==> config.mk <==
export PLATFORM = sky130hd
export DESIGN_NAME = pipe_rr_arb
export DESIGN_NICKNAME = d
export VERILOG_FILES = /design/src/rtl/pipe_rr_arb.sv
export SDC_FILE = /design/constraint.sdc
export NUM_CORES = 1
export LEC_CHECK = 0
export CORE_ASPECT_RATIO = 1.1
export CORE_UTILIZATION = 30
export DETAILED_ROUTE_END_ITERATION = 6
export PLACE_DENSITY_LB_ADDON = 0.15
export SETUP_SLACK_MARGIN = 0.3
export SLEW_MARGIN = 20
export SYNTH_ARGS = -nofsm -noshare
export SYNTH_HDL_FRONTEND = slang
export SYNTH_SLANG_ARGS = --single-unit
export TNS_END_PERCENT = 50
==> constraint.sdc <==
create_clock -name clk -period 3.59 [get_ports clk]
set_input_delay 0.718 -clock clk [delete_from_list [all_inputs] [get_ports clk]]
set_output_delay 0.718 -clock clk [all_outputs]
set_load 0.01 [all_outputs]
==> src/rtl/pipe_rr_arb.sv <==
// pipe_rr_arb: round-robin arbiter feeding a two-entry head/skid output buffer.
// Requesters are granted in rotating priority starting at ptr. The winner's
// payload is pushed into a registered head slot, or into a skid slot when the
// head is still waiting on the downstream. Upstream accept depends only on the
// buffer occupancy flops, so out_accept never reaches req_accept combinationally.
module pipe_rr_arb #(
  parameter int R = 4,
  parameter int W = 32
) (
  input  logic                      clk,
  input  logic                      rst,
  input  logic [R-1:0]              req_vld,
  input  logic [R-1:0][W-1:0]       req_data,
  output logic [R-1:0]              req_accept,
  output logic [W-1:0]              out_r,
  output logic [$clog2(R)-1:0]      out_id_r,
  output logic                      out_vld_r,
  input  logic                      out_accept
);

  localparam int ID_W = $clog2(R);
  localparam logic [ID_W:0]   R_W  = (ID_W+1)'(R);
  localparam logic [ID_W-1:0] LAST = ID_W'(R - 1);

  typedef enum logic [1:0] {
    EMPTY = 2'd0,
    ONE   = 2'd1,
    FULL  = 2'd2
  } occ_t;

  occ_t            occ;
  logic [W-1:0]    skid_data;
  logic [ID_W-1:0] skid_id;
  logic [ID_W-1:0] ptr;

  logic [ID_W:0]   cand;
  logic            grant_found;
  logic [ID_W-1:0] grant_idx;
  logic [R-1:0]    grant;
  logic [ID_W-1:0] next_ptr;
  logic [W-1:0]    push_data;
  logic            can_accept;
  logic            push;
  logic            pop;

  // Scan requesters from ptr upward, wrapping past R-1, and keep the first valid one.
  always_comb begin
    grant_found = 1'b0;
    grant_idx   = '0;
    cand        = '0;
    for (int k = 0; k < R; k++) begin
      cand = {1'b0, ptr} + (ID_W+1)'(k);
      if (cand >= R_W) begin
        cand = cand - R_W;
      end
      if (!grant_found && req_vld[cand[ID_W-1:0]]) begin
        grant_found = 1'b1;
        grant_idx   = cand[ID_W-1:0];
      end
    end
  end

  // Turn the winning index into a one-hot grant vector.
  always_comb begin
    grant            = '0;
    grant[grant_idx] = grant_found;
  end

  // Room exists unless both slots hold data; reset also blocks any accept.
  assign can_accept = (occ != FULL);
  assign req_accept = grant & {R{can_accept & ~rst}};
  assign push       = grant_found & can_accept & ~rst;
  assign pop        = out_vld_r & out_accept;
  assign push_data  = req_data[grant_idx];
  assign next_ptr   = (grant_idx == LAST) ? '0 : grant_idx + 1'b1;

  // Occupancy state machine moving entries between upstream, head and skid.
  always_ff @(posedge clk or posedge rst) begin
    if (rst) begin
      occ       <= EMPTY;
      out_r     <= '0;
      out_id_r  <= '0;
      out_vld_r <= 1'b0;
      skid_data <= '0;
      skid_id   <= '0;
      ptr       <= '0;
    end else begin
      if (push) begin
        ptr <= next_ptr;
      end
      case (occ)
        EMPTY: begin
          if (push) begin
            out_r     <= push_data;
            out_id_r  <= grant_idx;
            out_vld_r <= 1'b1;
            occ       <= ONE;
          end
        end
        ONE: begin
          if (push && !pop) begin
            skid_data <= push_data;
            skid_id   <= grant_idx;
            occ       <= FULL;
          end else if (pop && !push) begin
            out_vld_r <= 1'b0;
            occ       <= EMPTY;
          end else if (push && pop) begin
            out_r    <= push_data;
            out_id_r <= grant_idx;
          end
        end
        FULL: begin
          if (pop) begin
            out_r    <= skid_data;
            out_id_r <= skid_id;
            occ      <= ONE;
          end
        end
        default: begin
          occ       <= EMPTY;
          out_vld_r <= 1'b0;
        end
      endcase
    end
  end

endmodule

Word-level counts from Yosys, hierarchy flattened
Cells that the tools add are included.
Word-level totals
  output and inout bits: 39
  register bits after elaboration: 73
  logic and storage cells: 108
  input port bits: 135
Cells by class
  $add $sub $neg: 8
  eq/ne operators: 11
  multiplexer cells: 46
  reduce and logical (&&, ||, !) cells: 18
  bitwise gates (word level): 8
  $lt $le $gt $ge: 10
Operator list (number)
  two-way mux 32 bit: 6
  one-hot mux 32 bit (3 select lines): 1
  binary-select mux 32 bit (select 2 bit): 1
  two-way mux 2 bit: 18
  less-than comparator 2 x 3 -> 1 bit (second input constant): 5
  inequality test 2 bit (second input constant): 7
  two-way mux 1 bit: 12
  one-hot mux 2 bit (3 select lines): 2
  greater-or-equal comparator 3 bit (second input constant): 3
  bitwise AND 4 bit: 2
  binary-select mux 1 bit (select 2 bit): 4
  subtractor 2 x 1 -> 2 bit (second input constant): 4
  logical AND 1 bit: 7
  adder 2 x 2 -> 3 bit (second input constant): 2
  AND reduction 6 bit: 1
  logical NOT 1 bit: 5
  bitwise AND 1 bit: 4
  == test 2 bit (second input constant): 2
  AND reduction 4 bit: 1
  adder 2 x 1 -> 3 bit (second input constant): 1
  greater-or-equal comparator 2 x 3 -> 1 bit (second input constant): 1
  inequality test 3 bit (second input constant): 1
  one-hot mux 1 bit (3 select lines): 1
  AND reduction 3 bit: 1
  8 further kinds: 9

Logic depth before layout (Yosys ltp)
  depth in word-level cells: 21
  gate-level depth with buffers: 12
  depth with buffers taken out: 9

Worst setup path before layout
Ideal clock, no wire load.
  path type: input-to-reg
  from: input req_vld[0]
  to: register skid_data[0]
  required time: 3.465 ns
  buffers on the path: 3
  arrival: 2.714 ns
  setup time: 0.125 ns
  stages: 9
  setup slack: 0.751 ns
  path through: nor4_2 > or3_1 > clkbuf_1 > inv_2 > ha_1 > nand3b_1 > clkbuf_1 > clkbuf_1 > mux2_2
Between the ends
  longest elaborated chain between the ends: 16
  elaborated cells on any way between the ends: 28
  classes of those cells: mux (18); bitwise (2); reduce/logical (8)
RTL lines
  from (decl): RTL line 12  | input logic [R-1:0] req_vld,
  binary-select mux 1 bit (select 2 bit): RTL line 56  | if (!grant_found && req_vld[cand[ID_W-1:0]]) begin
  two-way mux 1 bit (implied by the code): RTL line 56
  two-way mux 1 bit: RTL line 56
  logical NOT 1 bit: RTL line 56
  logical AND 1 bit: RTL line 56
  two-way mux 1 bit: RTL line 56
  logical NOT 1 bit: RTL line 56
  logical AND 1 bit: RTL line 56
  two-way mux 1 bit: RTL line 56
  logical NOT 1 bit: RTL line 56
  logical AND 1 bit: RTL line 56
  two-way mux 1 bit (*): RTL line 56
  bitwise AND 1 bit (*) (2 in series): RTL line 72  | assign push = grant_found & can_accept & ~rst;
  named net push: RTL line 43  | logic push;
  logical AND 1 bit (*): RTL line 101  | if (push && !pop) begin
  AND reduction 2 bit (no line) (*)
  to (signal assigned): RTL line 102  | skid_data <= push_data;
  to (decl): RTL line 32  | logic [W-1:0] skid_data;
The timed path passes the listed nets; every way through them passes the cells marked *. The select of a mux whose other input is x is not followed.
A chain may end at the register's enable or synchronous reset.

Final worst setup path
  from: input req_vld[2]
  to: output req_accept[2]
Between the ends
  longest elaborated chain between the ends: 18
  elaborated cells on any way between the ends: 29
  classes of those cells: order compare (2); mux (18); bitwise (2); reduce/logical (7)
RTL lines
  binary-select mux 1 bit (select 2 bit): RTL line 56
  two-way mux 1 bit (implied by the code): RTL line 56
  two-way mux 1 bit: RTL line 56
  logical NOT 1 bit: RTL line 56
  logical AND 1 bit: RTL line 56
  two-way mux 1 bit: RTL line 56
  logical NOT 1 bit: RTL line 56
  logical AND 1 bit: RTL line 56
  [... 2 more ...]
  logical AND 1 bit: RTL line 56
  two-way mux 2 bit: RTL line 56
  less-than comparator 2 x 3 -> 1 bit (implied by the code) or greater-or-equal comparator 2 x 1 -> 1 bit (tied branches): RTL line 66  | grant[grant_idx] = grant_found;
  logical AND 1 bit (implied by the code): RTL line 66
  two-way mux 1 bit (implied by the code): RTL line 66
  demux 1 bit (select 2 bit): RTL line 66
  bitwise AND 4 bit (no line) (*)
  bitwise AND 4 bit (*): RTL line 71  | assign req_accept = grant & {R{can_accept & ~rst}};
  to (decl): RTL line 14  | output logic [R-1:0] req_accept,
Every way passes the cells marked *; elsewhere a longest branch is shown, timed or not. The select of a mux whose other input is x is not followed.

==> run metrics <==
FMAX 312.1 MHz; Die Area 14,650 um2; crit-path max FO 5; Setup violations, final 0; Synth cell types 34; clock share of power a little under a fifth; class of the worst hold path flop to flop; total iterations of the first detailed-routing run 4; via-per-instance ratio about 4.9; combinational share of power roughly half; P_sw 1.610 mW; final worst setup slack 0.3862 ns; via count 3,498; P&R area growth vs syn 53.27%; drt wl/cell 16.05 um; core footprint ~14,000 um2; Int Pwr about 3.0 mW; CP startpoint kind primary input; CP required between 2 and 3 ns; Synth Area per Inst 11.91 um2; Rel. slew slack 29.81%; hold buffer count at cts 0; Synth Register Bits 73; synthesized instance count around 360; Reg2Reg Depth 8; final WL between 10 and 15 mm; Syn Nets 499; sw frac between 30% and 40%; die width about 120 um; vias in the first global route 3,779; Post-DRT Antenna Nets 0; Top Ports 174; YS warnings 0; Worst-Margin Slew 1.053 ns; critical path class primary input to primary output; RSZ-0062 raised after global routing false; clock transition at the registers of the reported paths 0.06 ns; register area share after synthesis about 43%; Hold Fails Final Rpt 0; Starting Density 30.82%; max-slew violation count 0; layout cells sized above 1 14.34%; CTS tree yes; first-pass GRT wire length 18.46 mm; drt drc 0; Tcrit/Tclk final between 80 and 90%; Leak 3.072 nW; hold path cells 2; # H-tree levels 3; Post-Synthesis Cell Area 4252 um2; clock latency at the later pin of the worst-skew pair 0.33 ns; ANT cells 0; gr usage total between 10% and 20%; Max Cap Viol 0; VDD IR max 0.2281 mV; GPL Wtd Cong 0.7143; setup TNS 0 ns; part of the power in registers between 30 and 40%; PortBufs 173; arrival time at the worst endpoint around 2.5 ns; outcome completed; Power Dens Cells 715.2 nW/um2; initial antenna violation count 0; clk buf depth 2; worst hold-check slack 0.4875 ns; CP endpoint kind primary output; DP HPWL 8.000 mm; chip height 126.9 um; clock skew 0.005131 ns; CTS root buf clkbuf_16; clk sink count 73; largest net degree at the start of global routing 45; grt total ovfl 0; number of CTS-inserted buffers 9; Place WS approximately 0.0094 ns; number of DRC markers in iteration 0 70; Final #Nets 667; row cnt 45; Final min period approximately 3.2 ns
flip-flops by register name (all words and copies together) (netlist names):
signal     cells
occ            2
out_id_r       2
skid_id        2
out_vld_r      1
out_r         32
ptr            2
skid_data     32
layout by cell type (no fill, tap or decap), types with 3 or more instances in the layout:
master	count
o21ai_1	4
dlygate4sd2_1	4
and2_1	4
clkinv_2	5
and3_1	32
mux2i_1	97
ha_1	5
a221o_1	32
inv_2	3
mux2_2	32
dlymetal6s2s_1	3
inv_1	4
nand2_1	10
clkdlybuf4s50_1	166
a21oi_1	4
dfrtp_1	73
clkbuf_16	9
nand2b_1	3
buf_4	11
cell type report:
class	instances	area (um2)
Fill cell	1279	7278
Multi-Input combinational cell	247	2270
Timing Repair Buffer	186	1857
Sequential cell	73	1827
Clock buffer	10	239.0
Tap cell	188	235.2
Clock inverter	6	57.56
Inverter	8	31.28
cells in the mapped netlist, drive strengths merged:
| master | instances | share of area [%] |
|---|---|---|
| a211oi | 1 | 0.18 |
| a21o | 2 | 0.53 |
| a21oi | 6 | 0.79 |
| a221o | 32 | 7.5 |
| and2 | 4 | 0.59 |
| and3 | 32 | 4.7 |
| buf | 18 | 3.0 |
| clkbuf | 12 | 1.1 |
| dfrtp | 73 | 43 |
| ha | 7 | 2.1 |
| inv | 8 | 0.71 |
| mux2 | 32 | 8.5 |
| mux2i | 97 | 23 |
| nand2 | 10 | 0.88 |
| nand2b | 3 | 0.44 |
| nand3b | 1 | 0.18 |
| nor2 | 2 | 0.18 |
| nor2b | 2 | 0.29 |
| nor3 | 1 | 0.12 |
| nor4 | 1 | 0.29 |
| nor4bb | 1 | 0.24 |
| o21ai | 5 | 0.59 |
| o21ba | 1 | 0.24 |
| o22ai | 3 | 0.59 |
| o2bb2ai | 1 | 0.21 |
| o31ai | 1 | 0.18 |
| or3 | 1 | 0.15 |
cells by family after synthesis:
family / Yosys count / synth area share, %
AOI/OAI and AO/OA: 52 / 10.83
adders and majority gates: 7 / 2.060
buffers and inverters: 38 / 4.767
DFF: 73 / 42.97
muxes: 129 / 31.31
and+or+nand+nor: 58 / 8.064
critical path, cell delays in order:
cell	delay (ns)
clkdlybuf4s50_1	0.45
inv_1	0.11
o22ai_1	0.11
a211oi_4	0.32
buf_4	0.17
inv_2	0.04
ha_1	0.16
and2_1	0.13
dlygate4sd2_1	0.27
power groups by stage:
stage	sequential [mW]	combinational, mW	clock, mW
floorplan	1.50	1.39	0
global placement	1.46	2.29	0
detailed placement	1.46	2.34	0
CTS	1.46	2.34	0.911
global route	1.52	2.53	0.943
finish	1.46	2.31	0.886
final timing paths:
check                                 start       endpoint  slack [ns]
worst max-delay path             req_vld[2]  req_accept[2]        0.39
worst min-delay path            out_id_r[0]    out_id_r[0]        0.49
worst max register to register       occ[1]      out_r[29]        0.90
worst min register to register  out_id_r[0]    out_id_r[0]        0.49
max in group asynchronous               rst    out_id_r[0]        2.17
min in group asynchronous               rst         occ[0]        0.80
layer usage:
metal,track usage (%),up-vias,part of all wire (%)
met5,0,-,0
li1,-,1684,-
met4,4.813,0,0.85
met2,28.60,99,51
met3,3.966,7,5.7
met1,18.92,1708,42
stage by stage:
stage / total power [mW] / cell area [um2] / std cells / utilization (%)
after floorplan: 2.894 / 4252 / 357 / -
after global placement: 3.745 / 6177 / 698 / 44.78
after detailed placement: 3.801 / 6177 / 698 / 44.78
after CTS: 4.716 / 6482 / 715 / 46.99
after global routing: 4.992 / 6516 / 718 / 47.24
final: 4.660 / 6516 / 718 / 47.24
timing repair:
| action | 4_1_cts | 5_1_grt |
|---|---|---|
| setup endpoints to repair | 4 | 17 |
| setup buffers | 1 | 2 |
| gates cloned | 0 | 1 |
| pin swaps | 2 | 3 |
| gates resized for setup | 6 | 4 |
Note: power is estimated with default switching activity, not from simulation.
